`src/rtl/alu_disp_pkg.sv`:
```
// rtl/alu_disp_pkg.sv - shared types, page constants and page wrap helper for the ALU display scanner
package alu_disp_pkg;

    typedef enum logic [1:0] {
        S_IDLE   = 2'd0,
        S_AUTO   = 2'd1,
        S_MANUAL = 2'd2
    } state_t;

    localparam logic [2:0] PAGE_B0    = 3'd0;
    localparam logic [2:0] PAGE_B3    = 3'd3;
    localparam logic [2:0] PAGE_FLAGS = 3'd4;

    // Flag page wraps back to byte 0; unused codes 5..7 also recover to byte 0.
    function automatic logic [2:0] next_page(input logic [2:0] page);
        if (page >= PAGE_FLAGS) begin
            return PAGE_B0;
        end
        return page + 3'd1;
    endfunction

endpackage

```
`src/rtl/alu_disp_dwell_timer.sv`:
```
// rtl/alu_disp_dwell_timer.sv - dwell counter producing a one-cycle expire pulse every DWELL_CYCLES
module alu_disp_dwell_timer #(
    parameter int DWELL_CYCLES = 50000000,
    parameter int CNT_W        = $clog2(DWELL_CYCLES)
) (
    input  logic clk,
    input  logic rst_n,
    input  logic clear_i,
    input  logic en_i,
    output logic expire_o
);

    localparam logic [CNT_W-1:0] CNT_LAST = CNT_W'(DWELL_CYCLES - 1);

    logic [CNT_W-1:0] cnt_q;
    logic [CNT_W-1:0] cnt_d;
    logic             at_last;

    assign at_last  = (cnt_q == CNT_LAST);
    assign expire_o = en_i && !clear_i && at_last;

    always_comb begin
        cnt_d = cnt_q;
        if (clear_i) begin
            cnt_d = '0;
        end else if (en_i) begin
            cnt_d = at_last ? '0 : cnt_q + CNT_W'(1);
        end
    end

    always_ff @(posedge clk or negedge rst_n) begin
        if (!rst_n) begin
            cnt_q <= '0;
        end else begin
            cnt_q <= cnt_d;
        end
    end

endmodule

```
`src/rtl/alu_display_scanner.sv`:
```
// rtl/alu_display_scanner.sv - snapshots ALU result/flags and scans the LED page select auto or manually
module alu_display_scanner
    import alu_disp_pkg::*;
#(
    parameter int DWELL_CYCLES = 50000000,
    parameter int CNT_W        = $clog2(DWELL_CYCLES)
) (
    input  logic        clk,
    input  logic        rst_n,
    input  logic [31:0] f_in,
    input  logic        zf_in,
    input  logic        of_in,
    input  logic        capture,
    input  logic        mode,
    input  logic        step_btn,
    output logic [31:0] F,
    output logic        ZF,
    output logic        OF,
    output logic [2:0]  F_LED_SW,
    output logic        snap_valid
);

    state_t      state_q;
    state_t      mode_state;
    logic [2:0]  page_q;
    logic [31:0] f_q;
    logic        zf_q;
    logic        of_q;
    logic        valid_q;
    logic        step_q;
    logic        step_rise;
    logic        mode_change;
    logic        dwell_expire;
    logic        timer_clear;
    logic        timer_en;

    assign mode_state  = mode ? S_MANUAL : S_AUTO;
    assign step_rise   = step_btn && !step_q;
    assign mode_change = (state_q == S_AUTO   &&  mode) ||
                         (state_q == S_MANUAL && !mode);

    // The timer only runs while auto-scanning; any state transition restarts the dwell.
    assign timer_en    = (state_q == S_AUTO);
    assign timer_clear = capture || mode_change || (state_q != S_AUTO);

    alu_disp_dwell_timer #(
        .DWELL_CYCLES (DWELL_CYCLES),
        .CNT_W        (CNT_W)
    ) u_dwell_timer (
        .clk      (clk),
        .rst_n    (rst_n),
        .clear_i  (timer_clear),
        .en_i     (timer_en),
        .expire_o (dwell_expire)
    );

    always_ff @(posedge clk or negedge rst_n) begin
        if (!rst_n) begin
            state_q <= S_IDLE;
            page_q  <= PAGE_B0;
            f_q     <= '0;
            zf_q    <= 1'b0;
            of_q    <= 1'b0;
            valid_q <= 1'b0;
            step_q  <= 1'b0;
        end else begin
            step_q <= step_btn;
            if (capture) begin
                f_q     <= f_in;
                zf_q    <= zf_in;
                of_q    <= of_in;
                valid_q <= 1'b1;
                page_q  <= PAGE_B0;
                state_q <= mode_state;
            end else begin
                case (state_q)
                    S_IDLE: begin
                        page_q <= PAGE_B0;
                    end
                    S_AUTO: begin
                        if (mode_change) begin
                            state_q <= mode_state;
                        end else if (dwell_expire) begin
                            page_q <= next_page(page_q);
                        end
                    end
                    S_MANUAL: begin
                        if (mode_change) begin
                            state_q <= mode_state;
                        end else if (step_rise) begin
                            page_q <= next_page(page_q);
                        end
                    end
                    default: begin
                        state_q <= S_IDLE;
                        page_q  <= PAGE_B0;
                    end
                endcase
            end
        end
    end

    assign F          = f_q;
    assign ZF         = zf_q;
    assign OF         = of_q;
    assign F_LED_SW   = page_q;
    assign snap_valid = valid_q;

endmodule
```
`config.mk`:
```
export PLATFORM = sky130hd
export DESIGN_NAME = alu_display_scanner
export DESIGN_NICKNAME = d
export VERILOG_FILES = /design/src/rtl/alu_disp_pkg.sv /design/src/rtl/alu_disp_dwell_timer.sv /design/src/rtl/alu_display_scanner.sv
export SDC_FILE = /design/constraint.sdc
export NUM_CORES = 1
export LEC_CHECK = 0
export ABC_AREA = 1
export CAP_MARGIN = 10
export CORE_UTILIZATION = 50
export CTS_CLUSTER_DIAMETER = 60
export DETAILED_ROUTE_END_ITERATION = 12
export HOLD_SLACK_MARGIN = 0.08
export PLACE_DENSITY = 0.77
export RECOVER_POWER = 50
export SYNTH_ARGS = -nofsm -noshare
export SYNTH_HDL_FRONTEND = slang
export SYNTH_SLANG_ARGS = --single-unit
export TNS_END_PERCENT = 20
```
`constraint.sdc`:
```
create_clock -name clk -period 1.7 [get_ports clk]
set_input_delay 0.34 -clock clk [delete_from_list [all_inputs] [get_ports clk]]
set_output_delay 0.34 -clock clk [all_outputs]
set_load 0.02 [all_outputs]
```
==> Word level (Yosys, flattened, before mapping) <==
Index checks and enable logic that the tools add are counted.
{ "totals": {"reg_bits": 67, "latchBits": 0, "ram_bits": 0, "romBits": 0, "in_bits": 39, "out_inout_bits": 38, "elab_cells": 62, "memories": 0} }
{ "op_classes": {"add_sub_neg": 2, "mul": 0, "n_div": 0, "n_lt_le_gt_ge": 1, "eq_ne": 10, "shift": 0, "mux": 25, "bitwise": 0, "reduce_logical": 16} }
{ "ops": {"columns": ["cell", "count"], "rows": [
  ["$mux 26", 3],
  ["$add 26x1->26 const B", 1],
  ["$eq 26x26->1 const B", 1],
  ["$mux 3", 8],
  ["$ne 3x3->1 const B", 4],
  ["$mux 1", 9],
  ["$mux 2", 3],
  ["$pmux 3 s2", 1],
  ["$logic_and 1x1->1", 5],
  ["$pmux 2 s2", 1],
  ["$reduce_and 4->1", 1],
  ["$add 3x1->3 const B", 1],
  ["$ge 3x3->1 const B", 1],
  ["$logic_not 1->1", 3],
  ["$logic_or 1x1->1", 3],
  ["$ne 3x1->1 const B", 1],
  ["$eq 2x1->1 const B", 1],
  ["$eq 2x2->1 const B", 1],
  ["$logic_not 2->1", 1],
  ["$ne 2x1->1 const B", 1],
  ["$ne 2x2->1 const B", 1],
  ["$reduce_and 2->1", 1],
  ["$reduce_bool 2->1", 1],
  ["$reduce_or 2->1", 1]
]} }

==> Logic depth before layout (Yosys ltp) <==
{ "depth": {"depth_word": 17, "depth_mapped": 10, "depth_no_buf": 10} }

==> By module <==
From an unflattened synthesis, not the netlist that was laid out.
{ "unflattened": {"cells_unflattened": 440, "hier_area_um2": 3547.2} }
{ "modules_own_cells": {"columns": ["module", "n_inst", "cells_per_inst", "area_per_inst_um2", "seq_area_each_um2"], "rows": [
  ["alu_disp_dwell_timer", 1, 231, 1789.2, 650.6],
  ["alu_display_scanner", 1, 209, 1757.9, 1026.0]
]} }

==> Worst setup path before layout <==
Ideal clock, no wire load.
{ "synth_path": {"path_type": "register -> register", "startpoint": "register state_q[0]", "endpoint": "register page_q[0] (netlist: F_LED_SW[0])", "setup_ps": 118, "arrival_ps": 1344, "slack_ps": 238, "stages_incl_launch_ff": 10, "path_cell_list": "dfrtp_1 > inv_1 > ha_1 > or2_2 > nor2_4 > nand3_1 > nand2_2 > nand2_2 > nand2_1 > nand2_1"} }
{ "synth_via": {"elab_chain_cells": 10, "word_cells_on_any_way": 18, "cone_classes": "eq/ne: 7; mux: 2; reduce/logical: 9"} }
{ "synth_rtl": {"columns": ["element", "line", "source"], "rows": [
  ["start: declaration", "alu_display_scanner.sv:23", "state_t state_q;"],
  ["start signal: assignment", "alu_display_scanner.sv:74", "state_q <= mode_state;"],
  ["start signal: assignment", "alu_display_scanner.sv:82", "state_q <= mode_state;"],
  ["start signal: assignment", "alu_display_scanner.sv:89", "state_q <= mode_state;"],
  ["$eq 2x1->1 or $eq 2x2->1 (tied branches)", null, null],
  ["$logic_and 1x1->1, on equally long branches", "alu_display_scanner.sv:39, alu_display_scanner.sv:40", null],
  ["$logic_or 1x1->1", "alu_display_scanner.sv:39", "assign mode_change = (state_q == S_AUTO && mode) ||"],
  ["$logic_or 1x1->1 (2 in series)", "alu_display_scanner.sv:44", "assign timer_clear = capture || mode_change || (state_q != S_AUTO);"],
  ["$logic_not 1->1", "alu_disp_dwell_timer.sv:20", "assign expire_o = en_i && !clear_i && at_last;"],
  ["$logic_and 1x1->1 (2 in series)", "alu_disp_dwell_timer.sv:20", null],
  ["$ne 3x3->1 (no source line)", null, null],
  ["$reduce_and 4->1 (no source line)", null, null],
  ["end signal: assignment", "alu_display_scanner.sv:84", "page_q <= next_page(page_q);"],
  ["end signal: assignment", "alu_display_scanner.sv:91", "page_q <= next_page(page_q);"],
  ["end: declaration", "alu_display_scanner.sv:25", "logic [2:0] page_q;"]
]} }
Several ways; a longest one is shown, not always the timed one.
A chain may end at the register's enable or synchronous reset.

==> Worst setup path after layout <==
{ "layout_path": {"startpoint": "register f_q[13] (netlist: F[13])", "endpoint": "output port F[13]"} }
{ "layout_rtl": {"columns": ["element", "line", "source"], "rows": [
  ["start: declaration", "alu_display_scanner.sv:26", "logic [31:0] f_q;"],
  ["start signal: assignment", "alu_display_scanner.sv:69", "f_q <= f_in;"],
  ["end: declaration", "alu_display_scanner.sv:16", "output logic [31:0] F,"]
]} }
No word-level cell between the ends.

==> impl_results.md <==
- Min-Delay Endpoint: snap_valid$_DFFE_PN0P_
- Dpl cells: 558
- Post-synth top area share: 52.0%
- Final core utilization: 71.2%
- Unrepaired setup endpoints after global routing: yes
- Design Area, Final: 4310 um2
- R2r worst-path depth: 9
- Non-filler cells in the finished layout: 575
- Total Power: 3910 uW
- Die Area: 6770 um2
- Switching part of the total power: 29.1%
- Initial antenna violation count: 0
- Max_cap viols: 0
- R2r setup slk: 0.13 ns
- First-pass GRT wire length: 12100 um
- Comb power frac: 20.6%
- Final wirelength: 7180 um
- Distinct cell type count after synthesis: 25
- Die Height: 82.3 um
- Tmin final: 1.66 ns
- Drt wl/cell: 12.5 um
- CP Capture Type: output port
- Synth Flop Type: dfrtp_1
- Post-DP HPWL: 5210 um
- Slew margin rel.: 38.4%
- Die width: 82.3 um
- Worst-path cell with the longest stage delay: clkdlybuf4s50_1
- Setup TNS: 0 ns
- Number of global-route vias before repair: 2796
- Layout cells sized above 1: 8.80%
- Mapped Cells: 407
- Pwr Density: 906 nW/um2
- Area grow syn2layout: 33.9%
- Clock buffer depth: 2
- Status: finished clean
- Clock Latency Late Sink: 0.34 ns
- # nets final: 540
- Std-Cell Rows: 28
- CP delay by family, top: buffers and inverters
- Vias/cell: 4.92
- Initial DRT Pass Iterations: 5
- Clk pwr share: 33.9%
- Clock buffer count from CTS: 9
- FMAX: 601 MHz
- Hold Crit Class: reg2reg
- Clock-pin slew on the worst setup and hold paths: 0.07 ns
- H-tree levels: 3
- Tightest Pin Transition: 0.924 ns
- ANT nets after route: 0
- Startpoint Class: flop
- Post-synth top cells: nand2_1 (171), dfrtp_1 (67), nor2_1 (58)
- Initial Utilization: 53.2%
- IO buf count: 76
- Crit path buffers/inverters: 1
- Critical path peak fanout: 2
- Hold path cells: 1
- Clock Skew: 0.0107 ns
- Post-synthesis cell area: 3220 um2
- Most frequent cell after synthesis: nand2_1
- Flop pwr share: 45.5%
- Core footprint: 6060 um2
- Placed Area: 4110 um2
- Min-delay src: snap_valid$_DFFE_PN0P_
- FF-to-FF End: F_LED_SW[0]$_DFFE_PN0P_
- Final GP Congestion: 0.833
- Tot GR Track Use: 24.2%
- CTS Root Cell: clkbuf_8
- Area leader, netlist: dfrtp_1
- Int Pwr: 2770 uW
- CTS tree: done
- Synth area leaders: dfrtp_1 (52%), nand2_1 (20%), nor2_1 (6.8%)
- Peak VDD IR: 0.000577 V
- Synth Register Bits: 67
- Final hold vios: 0
- WS Path Type: reg2out
- Max incr delay on CP: 0.62 ns
- Worst-path cell chain: clkdlybuf4s50_1
- Post-CTS Setup Bufs: 0
- Post-synth EDFFs: 0
- Ys async rst share: 100%
- Synth warn: 0
- Worst r2r src: state_q[0]$_DFFE_PN0P_
- Syn_area_per_cell: 7.92 um2
- Largest net degree at the start of global routing: 68
- Top-level port count: 77
- Final setup viols: 0
- Fin crit share: 97.8%
- CP arrival: 1.32 ns
- Total gr overflow: 0
- DR iter-0 viols: 149
- # diodes: 0
- Net load switching power: 1140 uW
- Leakage power: 0.00206 uW
- Syn nets: 452
- Via count: 2828
- Fin. max-slew vios: 0
- DRC Markers: 0
- Critical Path RT: 1.36 ns
- Sink Count: 67
- Post-synthesis sequential area ratio: 52.0%
==> power by group through the flow <==
stage          Sequential, uW  Clock, uW  Combinational, uW
3_3_place_gp             1810          0                805
3_5_place_dp             1810          0                827
4_1_cts                  1780       1350                823
6_report                 1780       1320                804
5_1_grt                  1790       1420                908
2_1_floorplan            1910          0                332
==> area by class of cell <==
type	instances	area (um2)
multi-input cells	304	1400
fillers	490	1750
clock buffers	12	145
flip-flops and latches	67	1680
inverters	28	110
well taps	75	93.8
clock inverters	4	50.0
repair buffers	85	835
==> how the worst max path moves through the flow <==
stage | end | cells after the start | slack [ns] | from
after floorplan | F_LED_SW[0]$_DFFE_PN0P_ | 9 | 0.24 | state_q[0]$_DFFE_PN0P_
after global placement | F_LED_SW[0]$_DFFE_PN0P_ | 8 | -0.04 | mode
after detailed placement | F_LED_SW[1]$_DFFE_PN0P_ | 8 | -0.09 | mode
after CTS | F[31] | 1 | 0.003 | F[31]$_DFFE_PN0P_
after global routing | F_LED_SW[0]$_DFFE_PN0P_ | 9 | -0.008 | state_q[0]$_DFFE_PN0P_
final | F[13] | 1 | 0.04 | F[13]$_DFFE_PN0P_
==> cells in the final DEF (no fill, tap or decap), drive strengths merged <==
cell | netlist | routed
clkinv | 0 | 1
nand3 | 21 | 21
dlymetal6s2s | 0 | 9
a22oi | 1 | 1
nor2 | 66 | 66
buf | 5 | 5
clkinvlp | 0 | 2
nand4 | 5 | 5
nand3b | 1 | 1
xor2 | 7 | 7
nor3b | 3 | 3
nand2 | 176 | 176
a21oi | 4 | 4
ha | 6 | 6
dlygate4sd3 | 0 | 3
bufinv | 0 | 1
inv | 28 | 28
o21ai | 5 | 5
dlygate4sd2 | 0 | 3
clkbuf | 3 | 16
clkdlybuf4s50 | 0 | 61
dfrtp | 67 | 67
or2 | 2 | 2
nor3 | 7 | 7
==> per-layer routing <==
layer	GRT usage, %	up-vias	part of all wire, %
met5	0	-	0
met4	12.3	0	1.7
met3	7.58	11	6.4
met2	38.8	75	46
met1	29.4	1312	46
li1	-	1430	-
==> flip-flops by register name, summed over array words and instances, names as in the netlist <==
register / flops
ZF: 1
u_dwell_timer.cnt_q: 26
snap_valid: 1
state_q: 2
F_LED_SW: 3
step_q: 1
OF: 1
F: 32
==> through the flow <==
stage,worst slack [ns],hold WS (ns)
3_5_place_dp,-0.0884,0.389
3_3_place_gp,-0.0359,0.387
6_report,0.0374,0.469
2_1_floorplan,0.238,0.0444
4_1_cts,0.00253,0.457
5_1_grt,-0.00834,0.483
==> logic make-up after synthesis <==
| group | Yosys count | share of synthesized area [%] |
|---|---|---|
| adders and majority gates | 6 | 2.33 |
| xor gates and xnor gates | 7 | 1.90 |
| AOI/OAI and AO/OA | 10 | 1.63 |
| buffers and inverters | 36 | 4.62 |
| DFF | 67 | 52.0 |
| and+or+nand+nor | 281 | 37.5 |
==> repair_timing <==
action	4_1_cts	5_1_grt
endpoints found under the setup margin	3	22
resized for setup	3	12
endpoints found under the hold margin	67	0
pin swaps	0	0
gates cloned	0	0
hold buffers	1	0
No activity file was read; power rests on OpenSTA's default activity.
